[config.mk]
export PLATFORM = sky130hd
export DESIGN_NAME = uart_reg_file
export DESIGN_NICKNAME = d
export VERILOG_FILES = /design/src/rtl/uart_reg_file.sv
export SDC_FILE = /design/constraint.sdc
export NUM_CORES = 1
export LEC_CHECK = 0
export CORE_ASPECT_RATIO = 2
export CORE_UTILIZATION = 30
export CTS_CLUSTER_SIZE = 16
export DETAILED_ROUTE_END_ITERATION = 6
export HOLD_SLACK_MARGIN = 0.02
export PLACE_DENSITY = 0.62
export RECOVER_POWER = 100
export SLEW_MARGIN = 40
export SYNTH_ARGS = -nofsm -noshare
export SYNTH_HDL_FRONTEND = slang
export SYNTH_SLANG_ARGS = --single-unit
[constraint.sdc]
create_clock -name clk -period 2.22 [get_ports clk]
set_clock_uncertainty 0.05 [all_clocks]
set_input_delay 0.222 -clock clk [delete_from_list [all_inputs] [get_ports clk]]
set_output_delay 0.222 -clock clk [all_outputs]
set_load 0.1 [all_outputs]
[src/rtl/uart_reg_file.sv]
// Multi-register CDC write port: a synchronised four-phase req/ack handshake writes one of
// NUM_REGS registers; all registers are exported flat, with a registered random-access read port.
module uart_reg_file #(
  parameter int                DATA_W      = 8,
  parameter int                NUM_REGS    = 4,
  parameter int                ADDR_W      = (NUM_REGS > 1) ? $clog2(NUM_REGS) : 1,
  parameter int                SYNC_STAGES = 2,
  parameter logic [DATA_W-1:0] RESET_VAL   = '0
) (
  input  logic                       clk,
  input  logic                       rst,
  input  logic                       wr_req,
  input  logic [ADDR_W-1:0]          wr_addr,
  input  logic [DATA_W-1:0]          wr_data,
  output logic                       wr_ack,
  output logic                       wr_strobe,
  output logic                       wr_err,
  input  logic [ADDR_W-1:0]          rd_addr,
  output logic [DATA_W-1:0]          rd_data,
  output logic [NUM_REGS*DATA_W-1:0] regs_flat,
  output logic                       dbg_state
);

  // Handshake: the source raises wr_req with wr_addr/wr_data stable and holds all three until it
  // sees wr_ack=1, then drops wr_req; wr_ack falls once the dropped request has been synchronised.
  // Exactly one register update (or one wr_err) happens per request.
  typedef enum logic {
    S_IDLE = 1'b0,
    S_ACK  = 1'b1
  } state_t;

  state_t                 state, next_state;
  logic [SYNC_STAGES-1:0] sync_q;
  logic                   req_s;
  logic [NUM_REGS-1:0]    wr_hit;
  logic [NUM_REGS-1:0]    rd_hit;
  logic                   wr_in_range;
  logic                   do_write;
  logic                   strobe_d;
  logic                   err_d;
  logic [DATA_W-1:0]      rd_next;
  logic [DATA_W-1:0]      regs [NUM_REGS];

  always_ff @(posedge clk) begin
    if (rst) begin
      sync_q <= '0;
    end else begin
      sync_q <= {sync_q[SYNC_STAGES-2:0], wr_req};
    end
  end

  assign req_s = sync_q[SYNC_STAGES-1];

  // Address decode by explicit match so out-of-range addresses never index the array.
  always_comb begin
    wr_hit = '0;
    rd_hit = '0;
    for (int i = 0; i < NUM_REGS; i++) begin
      wr_hit[i] = (wr_addr == ADDR_W'(i));
      rd_hit[i] = (rd_addr == ADDR_W'(i));
    end
  end

  assign wr_in_range = |wr_hit;

  always_comb begin
    rd_next = '0;
    for (int i = 0; i < NUM_REGS; i++) begin
      if (rd_hit[i]) begin
        rd_next = rd_next | regs[i];
      end
    end
  end

  always_ff @(posedge clk) begin
    if (rst) begin
      state <= S_IDLE;
    end else begin
      state <= next_state;
    end
  end

  always_comb begin
    next_state = state;
    do_write   = 1'b0;
    strobe_d   = 1'b0;
    err_d      = 1'b0;
    case (state)
      S_IDLE: begin
        if (req_s) begin
          next_state = S_ACK;
          if (wr_in_range) begin
            do_write = 1'b1;
            strobe_d = 1'b1;
          end else begin
            err_d = 1'b1;
          end
        end
      end
      S_ACK: begin
        if (!req_s) begin
          next_state = S_IDLE;
        end
      end
      default: next_state = S_IDLE;
    endcase
  end

  // rd_next is built from the pre-edge register values, so a same-edge write reads old data.
  always_ff @(posedge clk) begin
    if (rst) begin
      for (int i = 0; i < NUM_REGS; i++) begin
        regs[i] <= RESET_VAL;
      end
      wr_strobe <= 1'b0;
      wr_err    <= 1'b0;
      rd_data   <= '0;
    end else begin
      for (int i = 0; i < NUM_REGS; i++) begin
        if (do_write && wr_hit[i]) begin
          regs[i] <= wr_data;
        end
      end
      wr_strobe <= strobe_d;
      wr_err    <= err_d;
      rd_data   <= rd_next;
    end
  end

  for (genvar g = 0; g < NUM_REGS; g++) begin : g_flat
    assign regs_flat[g*DATA_W +: DATA_W] = regs[g];
  end

  assign wr_ack    = (state == S_ACK);
  assign dbg_state = state;

endmodule

==> summary.md, run 1 <==
| Metric | Value |
|---|---|
| Crit path cell chain | clkbuf_1 |
| Setup WS pre-CTS | roughly 370 ps |
| Arr. time, crit path | around 1600 ps |
| CP Launch Type | flop |
| Share of synthesized area spent on multiplexers | slightly above 8% |
| Dpl cells | 282 |
| Worst-Margin Slew | about 1200 ps |
| Die Y | approximately 120 µm |
| Simple-Gate Fraction of Synth Area | approximately 20% |
| Number of core rows | between 40 and 50 |
| Slew headroom | approximately 22% |
| Total GRT Usage | a little over an eighth |
| Sum Neg Setup Slack | 0 ps |
| Max FO, Critical Path | 2 |
| I/O Buffers | 58 |
| Final Wtd Congestion | 0.7837 |
| Layout area overhead | 19.58% |
| Synthesis-stage register bit count | 45 |
| FMAX | approximately 550 MHz |
| Part of the Yosys area used for sequential elements | between 60% and 70% |
| Final hold viol count | 0 |
| Post-synthesis xor/xnor area fraction | 0% |
| Post-CTS Repair Setup Buffers | 0 |
| Initial Utilization | between 30% and 40% |
| Worst Hold Class | flop to flop |
| Vias/cell | about 4.4 |
| First-pass GRT wire length | between 6000 and 7000 µm |
| Area of the mapped netlist | 0.001974 mm² |
| CTS tree | yes |
| Reg2Reg Depth | 3 |
| N_diodes | 0 |
| Delay-heaviest family, CP | buffers and inverters |
| Warnings, synthesis | 0 |
| Top cell type's share of synthesized area | approximately 49% |
| Worst-path clk slew | roughly 60 ps |
| Adder-Cell Fraction of Synth Area | 0% |
| Slowest CP cell | clkbuf_1 |
| Largest net degree at the start of global routing | 18 |
| Crit path kind | flop to output port |
| Drt initial violations | 28 |
| Pre-Repair DR Iteration Count | 3 |
| Unrepaired setup endpoints after global routing | false |
| Resized Gates After CTS | 0 |
| Crit path depth | 1 |
| Die area | between 0.006 and 0.007 mm² |
| Vias in the first global route | 1283 |
| Final global-route overflow total | 0 |
| PnR worst setup slack | just under 400 ps |
| Hold Path Depth | 1 |
| Run status | finished clean |
| # IOs | 59 |
| Final min period | 1828 ps |
| Core Region | approximately 0.0063 mm² |
| Routed len/inst | ~15 µm |
| Max clock buf depth | 2 |
| CP max stage delay | just under 900 ps |
| Top_reg_cell synth | edfxtp_1 |
| Max-cap violations | 0 |
| Nets | approximately 220 |
| Synth cell types | 21 |
| Initial antenna violation count | 0 |
| Largest family of logic cells by synthesized area | simple AND/OR/NAND/NOR gates |
| Largest cells by area after synthesis | edfxtp_1 (49%), dfxtp_1 (13%), nor3_2 (12%) |
| Die width | 59.37 µm |
| DPL Wire Length | 3601 µm |
| Tcrit/Tclk final | between 80 and 90% |
| CTS H-tree depth | 2 |
| VDD IR max | about 0.34 mV |
| Final WL | approximately 4400 µm |
| Final setup viols | 0 |
| Syn Area/Cell | roughly 14 µm² |
| Leak | between 0.8 and 0.9 nW |
| Total clock sinks | 45 |
| Power Density | between 800 and 900 mW/mm² |
| Share of cells above drive strength 1 | 7.843% |
| Net Count, Synth | ~150 |
| Post-synthesis cell count | 139 |
| Clk root buf | clkbuf_16 |
| Max Transition Viols Final | 0 |
| CP required | 1950 ps |
| Post-synth EDFFs | 32 |
| Non-Filler Instances | 290 |
| Cell taking the most area after synthesis | edfxtp_1 |
| CP endpoint kind | output port |
| Antenna Violating Nets Remaining | 0 |
| # hold bufs at CTS | 0 |
| Worst-Skew Late Latency | 280 ps |
| Compound-Gate Fraction of Synth Area | around 3.7% |
| Num CTS Buffers | 5 |
| WP buf/inv | 1 |
| Drc violations | 0 |
| Ys async rst share | 0% |
| Vias | 1286 |
## layout make-up
class,count,area [µm²]
clock inverters,1,5.005
inverters,10,37.54
fillers,679,3949
multi-input cells,71,486.7
repair buffers,70,370.4
clock buffers,7,132.6
flip-flops and latches,45,1221
well taps,86,107.6
## layer usage
metal  track usage, %  share of wire, %  vias up  wire, µm
met3            2.547               4.8        8       207
li1                 -                 -      641         -
met1            10.75                31      596      1369
met4            6.825               2.4        0       103
met2            27.27                61       41      2670
met5                0                 0        -         0
## Yosys cell counts, types with 2 or more instances
cell type / number
and2b_1: 2
buf_1: 2
buf_2: 5
buf_4: 2
buf_6: 4
dfxtp_1: 13
edfxtp_1: 32
inv_1: 10
mux2i_1: 16
nand2b_1: 4
nor3_2: 24
nor4_1: 3
nor4_2: 5
o21ai_0: 3
o22ai_1: 8
## kinds of logic after synthesis
logic type,after synthesis
buffers and inverters,23
AND/OR/NAND/NOR,42
multiplexers,16
flip-flops,45
other,1
AO/OA/AOI/OAI,12
## final timing paths
| check | from | to | slack [ps] |
|---|---|---|---|
| setup / recovery | regs[0][4] | regs_flat[4] | 390 |
| hold / removal | sync_q[0] | sync_q[1] | 380 |
| setup reg to reg | dbg_state | regs[3][3] | 640 |
| hold reg to reg | sync_q[0] | sync_q[1] | 380 |
## registers in the layout, indices dropped and copies added (netlist names)
register,cells
wr_err,1
wr_strobe,1
regs,32
sync_q,2
rd_data,8
dbg_state,1
## placed cells by master, fill, tap and decap left out, drive strengths merged
| cell | instances |
|---|---|
| dfxtp | 13 |
| dlygate4sd3 | 1 |
| nor4 | 8 |
| nand2 | 1 |
| nand2b | 4 |
| clkbuf | 58 |
| or3b | 1 |
| or2 | 1 |
| conb | 1 |
| inv | 10 |
| o21ai | 3 |
| o31ai | 1 |
| edfxtp | 32 |
| clkdlybuf4s50 | 13 |
| o22ai | 8 |
| nor2b | 1 |
| buf | 5 |
| clkinv | 1 |
| mux2i | 16 |
| nor3 | 24 |
| and2b | 2 |
## power by group
part	switching, mW	total, mW	internal [mW]
Clock	0.273	0.688	0.415
Sequential	0.0199	0.958	0.938
Combinational	0.358	0.424	0.0668
## per-stage QoR
stage / hold WS [ps] / util [%] / cell area [µm²] / power (mW)
after floorplan: 243.6 / - / 1974 / 1.334
after global placement: 366.1 / 40.41 / 2550 / 1.452
after detailed placement: 373.3 / 40.41 / 2550 / 1.453
after CTS: 390.9 / 42.59 / 2688 / 2.142
after global routing: 418.5 / 37.42 / 2361 / 2.129
final: 383.5 / 37.42 / 2361 / 2.070
(Power assumes the default switching activity.)
==> inputs of run 2 (changes only) <==
PLACE_DENSITY = 0.64   (was 0.62)
clock period = 1.6 ns   (was 2.22 ns; I/O delays follow)
==> run 2 against run 1 <==
- register-to-register slack got worse by 490 ps
- combinational power up 48%
- sequential share of layout area shrank 3.3 points
- worst setup slack worse by 270 ps
- routed wire length increased by 2.7%
- flip-flop and latch count stayed put
- count of clock-buffer cells in the layout rose by 1
- clock power rose by 47%
- via count is 3.7% higher
- die area unchanged
- critical path depth increased by 4
- largest cell class unchanged
==> summary.md, run 2 (synthesized netlist as in run 1, its figures left out) <==
| Metric | Value |
|---|---|
| Run status | finished clean |
| I/O Buffers | 58 |
| Power Density | approximately 1200 mW/mm² |
| Initial antenna violation count | 0 |
| R2R Setup Slk | around 150 ps |
| CTS tree | yes |
| Top reg by flops | regs |
| Most common cell after layout, fill and taps aside | clkbuf_2 |
| Leak | 1.047 nW |
| Tcrit/Tclk final | 92.15% |
| Worst-path clk slew | ~60 ps |
| Final Wtd Congestion | ~0.76 |
| Crit path kind | primary input to flop |
| CP endpoint | regs[2][0] |
| Final min period | between 1000 and 1500 ps |
| Vias in the first global route | 1420 |
| Layout area overhead | 27.76% |
| CP required | about 1600 ps |
| FMAX | 678.3 MHz |
| Met1 Resource Use GR | between 10% and 20% |
| Clk root buf | clkbuf_16 |
| Initial Utilization | between 30% and 40% |
| Unrepaired setup endpoints after global routing | false |
| Reg2reg end | regs[0][3] |
| Vias/cell | between 4 and 5 |
| Sum Neg Setup Slack | 0 ps |
| Crit path cell chain | clkdlybuf4s50_1 -> clkbuf_2 -> nand2b_1 -> o21ai_0 -> buf_4 |
| Final global-route overflow total | 0 |
| Slowest CP cell | clkdlybuf4s50_1 |
| # hold bufs at CTS | 0 |
| Core Region | 0.006310 mm² |
| Met3 GRT Util | under 10% |
| Total clock sinks | 45 |
| GRT busiest layer | met2 |
| Vias | about 1.3k |
| Die area | roughly 0.0069 mm² |
| Worst Hold Class | flop to flop |
| Number of core rows | between 40 and 50 |
| Final WL | ~4500 µm |
| Final Cell Area | about 0.0025 mm² |
| Reg2Reg Depth | 4 |
| Max-cap violations | 0 |
| CP Launch Type | primary input |
| Number of flip-flops in the largest register | 32 |
| Die width | just under 60 µm |
| Fill count | ~630 |
| Drt initial violations | 37 |
| Max clock buf depth | 2 |
| Max FO, Critical Path | 5 |
| Area after DPL | around 0.0032 mm² |
| Critical Path Source | wr_addr[0] |
| VDD IR max | approximately 0.57 mV |
| CTS H-tree depth | 2 |
| Reg2reg start | dbg_state |
| Drc violations | 0 |
| Non-Filler Instances | around 300 |
| Largest net degree at the start of global routing | 18 |
| Share of cells above drive strength 1 | 36.84% |
| Met2 Use GR | approximately 26% |
| Hold slack | 383.9 ps |
| DPL Wire Length | roughly 3500 µm |
| Post-CTS Repair Setup Buffers | 0 |
| Antenna Violating Nets Remaining | 0 |
| Worst-Skew Late Latency | between 200 and 300 ps |
| CP endpoint kind | flop |
| Worst-Margin Slew | approximately 570 ps |
| First-pass GRT wire length | 6810 µm |
| CP max stage delay | between 400 and 500 ps |
| Routed len/inst | 15.14 µm |
| N_diodes | 0 |
| Nets | between 200 and 250 |
| Total GRT Usage | roughly 14% |
| Max Transition Viols Final | 0 |
| # IOs | just under 60 |
| Most frequent cells in the layout | clkbuf_2 (46), edfxtp_1 (32), nor3_1 (19), mux2i_1 (16), clkdlybuf4s50_1 (14) |
| Dpl cells | 287 |
| Arr. time, crit path | about 1400 ps |
| Resized Gates After CTS | 0 |
| Final setup viols | 0 |
| Num CTS Buffers | 5 |
| Pre-Repair DR Iteration Count | 4 |
| Top flop regs | regs: 32 flops, rd_data: 8 flops, sync_q: 2 flops |
| Final hold viol count | 0 |
| Die Y | approximately 120 µm |
| Slew headroom | 62.17% |
| Fin util | ~40% |
[run 2: final cells by class]
class,count,area (µm²),area share (%)
tap,86,107.6,4.266
multi-input combinational,71,523.0,20.73
inverter,10,37.54,1.488
timing repair buffer,75,485.5,19.25
clock buffer,8,146.4,5.804
sequential,45,1222,48.46
[run 2: power breakdown]
group          internal, mW  total [mW]  switching [mW]
combinational         0.121       0.629           0.508
clock                 0.622        1.01           0.390
sequential             1.30        1.33          0.0255
total                  2.04        2.97           0.924
[run 2: how the worst min path moves through the flow]
stage,startpoint,endpoint,slack [ps],cells past startpoint
after floorplan,rst,sync_q[0],180,1
after global placement,sync_q[0],sync_q[1],370,1
after detailed placement,sync_q[0],sync_q[1],370,1
after CTS,wr_req,sync_q[0],380,2
after global routing,wr_req,sync_q[0],390,2
final,sync_q[0],sync_q[1],380,1
[run 2: through the flow]
step / total power, mW / setup slack (ps)
floorplan: 1.858 / 33.23
global placement: 2.188 / -47.37
detailed placement: 2.193 / -72.35
CTS: 3.190 / 199.0
global route: 3.048 / 56.18
finish: 2.967 / 125.7
[run 2: routing by layer]
layer  routed length, µm  share of wire [%]  up-vias
li1                    -                  -      641
met5                   0                  0        -
met4                 140                3.1        0
met2                2514                 56       46
met1                1653                 37      635
met3                 159                3.6       11
[run 2: critical path, delay by kind of cell]
family / cells / cell delay (ps)
compound gates: 1 / 260
buf+inv: 3 / 840
simple gates: 1 / 170
